$ cat src/rtl/cdb_arbiter.sv
// Common data bus arbiter: one skid FIFO per result producer (ALU, LSB),
// a round-robin pick of one result per cycle, and a registered broadcast
// toward the ROB, reservation stations and LSB operand snooping.
module cdb_arbiter #(
  parameter int FIFO_DEPTH = 2,
  parameter int ROB_POS_W  = 4,
  parameter int DATA_W     = 32,
  parameter int ADDR_W     = 32
) (
  input  logic                 clk,
  input  logic                 rst,
  input  logic                 rdy,
  input  logic                 rollback,
  input  logic                 alu_valid,
  output logic                 alu_ready,
  input  logic [ROB_POS_W-1:0] alu_rob_pos,
  input  logic [DATA_W-1:0]    alu_val,
  input  logic                 alu_jump,
  input  logic [ADDR_W-1:0]    alu_pc,
  input  logic                 lsb_valid,
  output logic                 lsb_ready,
  input  logic [ROB_POS_W-1:0] lsb_rob_pos,
  input  logic [DATA_W-1:0]    lsb_val,
  output logic                 cdb_valid,
  output logic                 cdb_src,
  output logic [ROB_POS_W-1:0] cdb_rob_pos,
  output logic [DATA_W-1:0]    cdb_val,
  output logic                 cdb_jump,
  output logic [ADDR_W-1:0]    cdb_pc
);

  localparam int PTR_W = (FIFO_DEPTH > 1) ? $clog2(FIFO_DEPTH) : 1;
  localparam int CNT_W = $clog2(FIFO_DEPTH) + 1;
  localparam logic [CNT_W-1:0] DEPTH_C = CNT_W'(FIFO_DEPTH);

  // Requester index doubles as the cdb_src encoding.
  localparam int   REQ_ALU = 0;
  localparam int   REQ_LSB = 1;
  localparam logic SRC_LSB = 1'b1;

  typedef struct packed {
    logic [ROB_POS_W-1:0] rob_pos;
    logic [DATA_W-1:0]    val;
    logic                 jump;
    logic [ADDR_W-1:0]    pc;
  } result_t;

  // Skid FIFO storage and bookkeeping, indexed by requester.
  result_t          r_mem    [2][FIFO_DEPTH];
  logic [PTR_W-1:0] r_rd_ptr [2];
  logic [PTR_W-1:0] r_wr_ptr [2];
  logic [CNT_W-1:0] r_count  [2];
  logic             r_last_grant;

  result_t    w_live [2];
  result_t    w_head [2];
  logic [1:0] w_offer;
  logic [1:0] w_ready;
  logic [1:0] w_xfer;
  logic [1:0] w_cand;
  logic [1:0] w_win;
  logic [1:0] w_push;
  logic [1:0] w_pop;
  logic       w_any;
  logic       w_grant;
  result_t    w_sel;

  assign alu_ready = w_ready[REQ_ALU];
  assign lsb_ready = w_ready[REQ_LSB];

  // Candidate selection, round-robin grant and FIFO push/pop decisions.
  always_comb begin
    // NOTE: every output of this block gets a value before any branch, so no latch can be inferred.
    w_live[REQ_ALU].rob_pos = alu_rob_pos;
    w_live[REQ_ALU].val     = alu_val;
    w_live[REQ_ALU].jump    = alu_jump;
    w_live[REQ_ALU].pc      = alu_pc;
    w_live[REQ_LSB].rob_pos = lsb_rob_pos;
    w_live[REQ_LSB].val     = lsb_val;
    w_live[REQ_LSB].jump    = 1'b0;
    w_live[REQ_LSB].pc      = '0;
    w_offer                 = {lsb_valid, alu_valid};
    w_ready                 = '0;
    w_xfer                  = '0;
    w_cand                  = '0;
    w_push                  = '0;
    w_pop                   = '0;
    w_head[REQ_ALU]         = w_live[REQ_ALU];
    w_head[REQ_LSB]         = w_live[REQ_LSB];

    for (int i = 0; i < 2; i++) begin
      // Ready depends on occupancy only, never on this cycle's grant.
      w_ready[i] = (r_count[i] < DEPTH_C);
      w_xfer[i]  = w_offer[i] & w_ready[i] & rdy;
      // A buffered head always goes before the live input.
      if (r_count[i] != '0) begin
        w_head[i] = r_mem[i][r_rd_ptr[i]];
      end
      w_cand[i] = (r_count[i] != '0) | w_xfer[i];
    end

    w_any   = |w_cand;
    // With both competing, the one not granted last wins; otherwise the lone candidate.
    w_grant = (&w_cand) ? ~r_last_grant : w_cand[REQ_LSB];
    w_win   = w_any ? (w_grant ? 2'b10 : 2'b01) : 2'b00;

    for (int i = 0; i < 2; i++) begin
      w_pop[i]  = w_win[i] & (r_count[i] != '0);
      // A granted live input with an empty FIFO bypasses storage entirely.
      w_push[i] = w_xfer[i] & ~(w_win[i] & (r_count[i] == '0));
    end

    w_sel = w_head[w_grant];
  end

  // FIFO payload storage; only written on a push outside rollback.
  always_ff @(posedge clk) begin
    // NOTE: payload RAM is not reset; occupancy counters alone decide which entries are meaningful.
    if (rdy && !rollback) begin
      for (int i = 0; i < 2; i++) begin
        if (w_push[i]) begin
          r_mem[i][r_wr_ptr[i]] <= w_live[i];
        end
      end
    end
  end

  // FIFO pointers, round-robin history and the registered broadcast.
  always_ff @(posedge clk or posedge rst) begin
    // NOTE: sequential state uses non-blocking assignments so every register samples pre-edge values.
    if (rst) begin
      for (int i = 0; i < 2; i++) begin
        r_rd_ptr[i] <= '0;
        r_wr_ptr[i] <= '0;
        r_count[i]  <= '0;
      end
      r_last_grant <= SRC_LSB;
      cdb_valid    <= 1'b0;
      cdb_src      <= 1'b0;
      cdb_rob_pos  <= '0;
      cdb_val      <= '0;
      cdb_jump     <= 1'b0;
      cdb_pc       <= '0;
    end else if (rdy) begin
      if (rollback) begin
        // Flush wins over everything: buffered and offered results are discarded.
        for (int i = 0; i < 2; i++) begin
          r_rd_ptr[i] <= '0;
          r_wr_ptr[i] <= '0;
          r_count[i]  <= '0;
        end
        r_last_grant <= SRC_LSB;
        cdb_valid    <= 1'b0;
      end else begin
        for (int i = 0; i < 2; i++) begin
          if (w_push[i]) begin
            r_wr_ptr[i] <= r_wr_ptr[i] + PTR_W'(1);
          end
          if (w_pop[i]) begin
            r_rd_ptr[i] <= r_rd_ptr[i] + PTR_W'(1);
          end
          r_count[i] <= r_count[i] + CNT_W'(w_push[i]) - CNT_W'(w_pop[i]);
        end
        if (w_any) begin
          r_last_grant <= w_grant;
          cdb_valid    <= 1'b1;
          cdb_src      <= w_grant;
          cdb_rob_pos  <= w_sel.rob_pos;
          cdb_val      <= w_sel.val;
          cdb_jump     <= w_sel.jump;
          cdb_pc       <= w_sel.pc;
        end else begin
          cdb_valid <= 1'b0;
        end
      end
    end
  end

endmodule

$ cat config.mk
export PLATFORM = sky130hd
export DESIGN_NAME = cdb_arbiter
export DESIGN_NICKNAME = d
export VERILOG_FILES = /design/src/rtl/cdb_arbiter.sv
export SDC_FILE = /design/constraint.sdc
export NUM_CORES = 1
export LEC_CHECK = 0
export ABC_CLOCK_PERIOD_IN_PS = 5900
export CORE_MARGIN = 5
export CORE_UTILIZATION = 40
export CTS_BUF_LIST = sky130_fd_sc_hd__clkbuf_8
export CTS_CLUSTER_SIZE = 12
export DETAILED_ROUTE_END_ITERATION = 10
export HOLD_SLACK_MARGIN = 0.05
export PLACE_DENSITY = 0.65
export SETUP_SLACK_MARGIN = 0.3
export SLEW_MARGIN = 20
export SYNTH_ARGS = -nofsm -noshare
export SYNTH_HDL_FRONTEND = slang
export SYNTH_SLANG_ARGS = --single-unit
$ cat constraint.sdc
create_clock -name clk -period 5.9 [get_ports clk]
set_clock_uncertainty 0.05 [all_clocks]
set_input_delay 0.885 -clock clk [delete_from_list [all_inputs] [get_ports clk]]
set_output_delay 0.885 -clock clk [all_outputs]
set_load 0.05 [all_outputs]
### Word-level counts from Yosys, hierarchy flattened

Memory sizes are Yosys's and may differ from the RTL's.
Cells that the tools add are included.

| storage, ports and cells | value |
|---|---|
| flip-flop bits (word level) | 80 |
| bits in writable memories | 276 |
| input port bits | 111 |
| logic and storage cells | 108 |
| memories | 1 |

| operators by class | value |
|---|---|
| add/sub/neg operators | 8 |
| $lt $le $gt $ge | 9 |
| muxes and demuxes | 35 |
| bitwise operators | 21 |
| reduce and logical (&&, ||, !) cells | 21 |

Memory list:

| memory | words | bits a word | rd ports | clocked after Yosys merged registers in | write ports | line | source |
|---|---|---|---|---|---|---|---|
| r_mem | 2 | 138 | 2 | 0 | 2 | 49 | `result_t r_mem [2][FIFO_DEPTH];` |

Operator list:

| operator | number |
|---|---|
| $mux 69 | 13 |
| $mux 138 | 2 |
| $demux 69 s1 | 2 |
| $reduce_bool 2->1 | 7 |
| $mux 1 | 13 |
| $reduce_and 2->1 | 6 |
| $and 1x1->1 | 10 |
| $ge 2x2->1 const B | 5 |
| $not 1->2 | 5 |
| $mux 2 | 4 |
| $add 1x1->1 const B | 4 |
| $add 2x1->2 | 2 |
| $logic_not 2->1 | 2 |
| $lt 2x1->1 const B | 2 |
| $lt 2x2->1 const B | 2 |
| $mux 4 | 1 |
| $not 1->1 | 4 |
| $sub 2x1->2 | 2 |
| $logic_and 1x1->1 | 3 |
| $reduce_and 3->1 | 1 |
| $or 1x1->1 | 2 |
| $reduce_or 2->1 | 1 |
| $logic_not 1->1 | 1 |

### Logic depth before layout (Yosys ltp)

| logic depth | value |
|---|---|
| depth after elaboration | 14 |
| mapped depth | 14 |

### Worst setup path before layout

Ideal clock, no wire load.

| timing | value |
|---|---|
| path type | input to register |
| start | in lsb_valid |
| end | mem r_mem[0][100] (netlist name), enable pin |
| library setup time | 0.497 ns |
| arrival time | 4.443 ns |
| data required time | 5.353 ns |
| setup slack | 0.910 ns |
| cell stages on the path | 6 |
| path through | a211o_1 -> buf_6 -> o22a_4 -> buf_6 -> nand4_1 -> nor2_1 |

RTL lines:

| element | line | source |
|---|---|---|
| start, declared | 20 | `input logic lsb_valid,` |
| end, declared | 49 |  |

==> metrics.txt <==
status=completed; Clock Pin Slew Worst Setup and Hold Paths=around 0.060 ns; max-cap check violation count=0; chip width=183 um; DR DRC count=0; RePlAce Congestion=roughly 0.74; DR vias/cell=5.24; # resized after CTS=0; Setup crit start kind=primary input; sw power=around 3.2 mW; Net Sw Frac=40.8%; post-route antenna net violation count=0; pre-CTS WS=1.71 ns; R2R Path Start=r_count[2]$_DFFE_PP0P_; total negative slack=0 ns; post-CTS setup buffers=0; Combinational Power Share=41.7%; synthesized area=12000 um2; maximum fanout along the worst path=69; detailed-placement wirelength estimate=18200 um; Worst Path Class, Setup=in -> reg; clk_lat worst skew=0.56 ns; DP Cell Count=1400; Worst setup EP type=flop; Layout Cells excl Fill=~1500; reg2reg path depth=4; Synth Net Count=990; Peak Freq=280 MHz; Syn Inst Count=875; first-pass GRT wire length=roughly 45000 um; Max Slew Vio Count=0; gr usage total=17.0%; fraction of layout cells with a size suffix above 1=12.1%; reg-to-reg slack, setup=between 2 and 3 ns; register area share after synthesis=69.4%; per-cell routed wire length=19.5 um; Seq pwr share=36.9%; Iter 0 DRT Violations=464; FF-to-FF End=r_mem[0][57]$_DFFE_PP_; # nets final=around 1200; largest net degree at the start of global routing=74; total wire length=29000 um; Ys Warns=0; total CTS buffers=48; Via Count=7804; area added between synthesis and finish=25.9%; drt first pass iters=4; WHS=0.425 ns; Worst VDD drop=approximately 0.30 mV; standard-cell rows=63; Hold/Removal Path Class=reg -> reg; worst hold start=cdb_pc[26]$_DFFE_PP0P_; initial antenna violation count=1; Post-Syn Area per Cell=13.7 um2; CORE AREA=29600 um2; die area=33500 um2; Worst Max-Slew Pin Slew=roughly 1 ns; GRT overflow=0; part of the cycle the worst path needs=around three fifths; number of global-route vias before repair=7986; Int Pwr=~4.7 mW; Hold Path End=cdb_pc[26]$_DFFE_PP0P_; Rel. slew slack=32.6%; critical path data arrival time=3.69 ns; Fin. Hold Viols=0; Max clock buf depth=3; Worst Hold Depth=2; CTS tree=built; Hold Buf Count CTS=0; PD cells=523 nW/um2; final setup margin=2.33 ns; H-tree levels=2; clk sinks=290; Yosys cell types=47; Synth Register Bits=between 200 and 300; required time of the critical path=6.02 ns; min Tclk post-route=3.57 ns; Buffers on Ports=183; setup violators final=0; P_leak=5.40 nW; clock power share=21.4%; total I/O pin count=between 150 and 200; Power Total=7.88 mW; RSZ-0062 raised after global routing=false; clk root buf=clkbuf_8; Initial Util=40.4%; Die Y=183 um
[critical path, cell delays in order]
cell             delay (ns)
clkdlybuf4s50_1        0.47
buf_4                  0.25
a211o_1                0.40
o22a_4                 0.51
and3_4                 0.26
and3_4                 0.85
[registers in the layout, summed over array words and instances (netlist names)]
signal	cells
r_last_grant	1
r_wr_ptr	2
r_rd_ptr	2
r_mem	210
cdb_rob_pos	4
cdb_valid	1
r_count	4
cdb_src	1
cdb_val	32
cdb_pc	32
cdb_jump	1
[power by group through the flow]
stage,sequential [mW],clock (mW),combinational [mW]
2_1_floorplan,3.58,0,1.63
3_3_place_gp,2.94,0,3.29
3_5_place_dp,2.95,0,3.32
4_1_cts,2.91,1.73,3.33
5_1_grt,2.96,1.82,3.54
6_report,2.91,1.68,3.29
[cell usage after synthesis, drive strengths merged]
cell     instances  share of area (%)
a211o            2               0.15
a211oi           5               0.46
a21oi           67                2.9
a22oi            8               0.50
and2b            3               0.19
and3             3               0.20
and4bb           1               0.10
buf             37                1.8
clkbuf          23               0.72
dfrtp           79                 17
dfstp            1               0.22
edfxtp         210                 53
ha               4               0.42
inv             14               0.44
mux2            35                3.3
mux2i           70                5.8
nand2           68                2.1
nand2b           4               0.21
nand3            5               0.21
nand4            1              0.052
nand4bb          1              0.094
nor2            42                1.3
nor2b            9               0.47
nor3            25                1.0
nor3b            2               0.13
o211ai           8               0.50
o21a             2               0.13
o21ai           90                3.8
o221ai           7               0.51
o22a             5               0.44
o22ai           32                1.7
o311ai           1              0.073
o32a             7               0.58
or2              2               0.10
xnor2            1              0.073
xor2             1              0.073
[stage by stage]
step | cell area, um2 | util (%)
2_1_floorplan | 12000 | -
3_3_place_gp | 14100 | 47.7
3_5_place_dp | 14100 | 47.7
4_1_cts | 15100 | 50.9
5_1_grt | 15100 | 50.9
6_report | 15100 | 50.9
[area by class of cell]
cell class | count | area, um2
well taps | 390 | 488
repair buffers | 195 | 1920
multi-input cells | 511 | 3350
flip-flops and latches | 290 | 8320
diodes | 1 | 2.50
clock inverters | 30 | 133
clock buffers | 59 | 812
fillers | 2614 | 14600
inverters | 14 | 55.1
[cell families (layout without fill, tap and decap cells)]
| kind of cell | Yosys count | count (layout) | synth area share [%] |
|---|---|---|---|
| AO/OA/AOI/OAI | 234 | 234 | 11.7 |
| XOR/XNOR | 2 | 2 | 0.146 |
| adder cells (fa/ha/maj) | 4 | 4 | 0.418 |
| buffers and inverters | 74 | 298 | 2.98 |
| flip-flops | 290 | 290 | 69.4 |
| multiplexers | 105 | 105 | 9.14 |
| other | 0 | 1 | 0 |
| AND/OR/NAND/NOR | 166 | 166 | 6.27 |
[how the worst max path moves through the flow]
stage / start / end / slack [ns]
floorplan: lsb_valid / r_mem[0][100]$_DFFE_PP_ / 0.91
global placement: rdy / r_mem[0][11]$_DFFE_PP_ / 1.79
detailed placement: rdy / r_mem[0][66]$_DFFE_PP_ / 1.71
global route: rdy / r_mem[0][67]$_DFFE_PP_ / 2.21
CTS: rdy / r_mem[0][20]$_DFFE_PP_ / 2.31
finish: rdy / r_mem[0][57]$_DFFE_PP_ / 2.33
[cell usage in the layout, fill, tap and decap left out, types with 2 or more instances in the layout]
cell and n:
edfxtp_1 210, clkdlybuf4s50_1 183, dfrtp_1 77, mux2i_1 70, nand2_1 68, o21ai_0 66, a21oi_1 65, clkbuf_8 59
nor2_1 39, mux2_2 35, o22ai_1 32, inv_1 31, nor3_1 25, o21ai_1 21, buf_4 12, nor2b_1 9
a22oi_1 8, o211ai_1 8, o32a_1 7, o221ai_1 7, nand3_1 5, clkinv_1 5, nand2b_1 4, o22a_1 4
ha_1 4, a211oi_1 3, and2b_1 3, clkinv_2 3, a211o_1 2, or2_2 2, nor2_4 2, o21a_1 2
o21ai_2 2, nor3b_1 2, and3_4 2, dfrtp_4 2
[metal layers]
layer	share of wire (%)	track usage [%]
met1	44	23.5
met2	48	27.3
met3	6.0	4.05
met4	1.6	4.35
met5	0.024	0
Power figures use the tool's default switching activity.
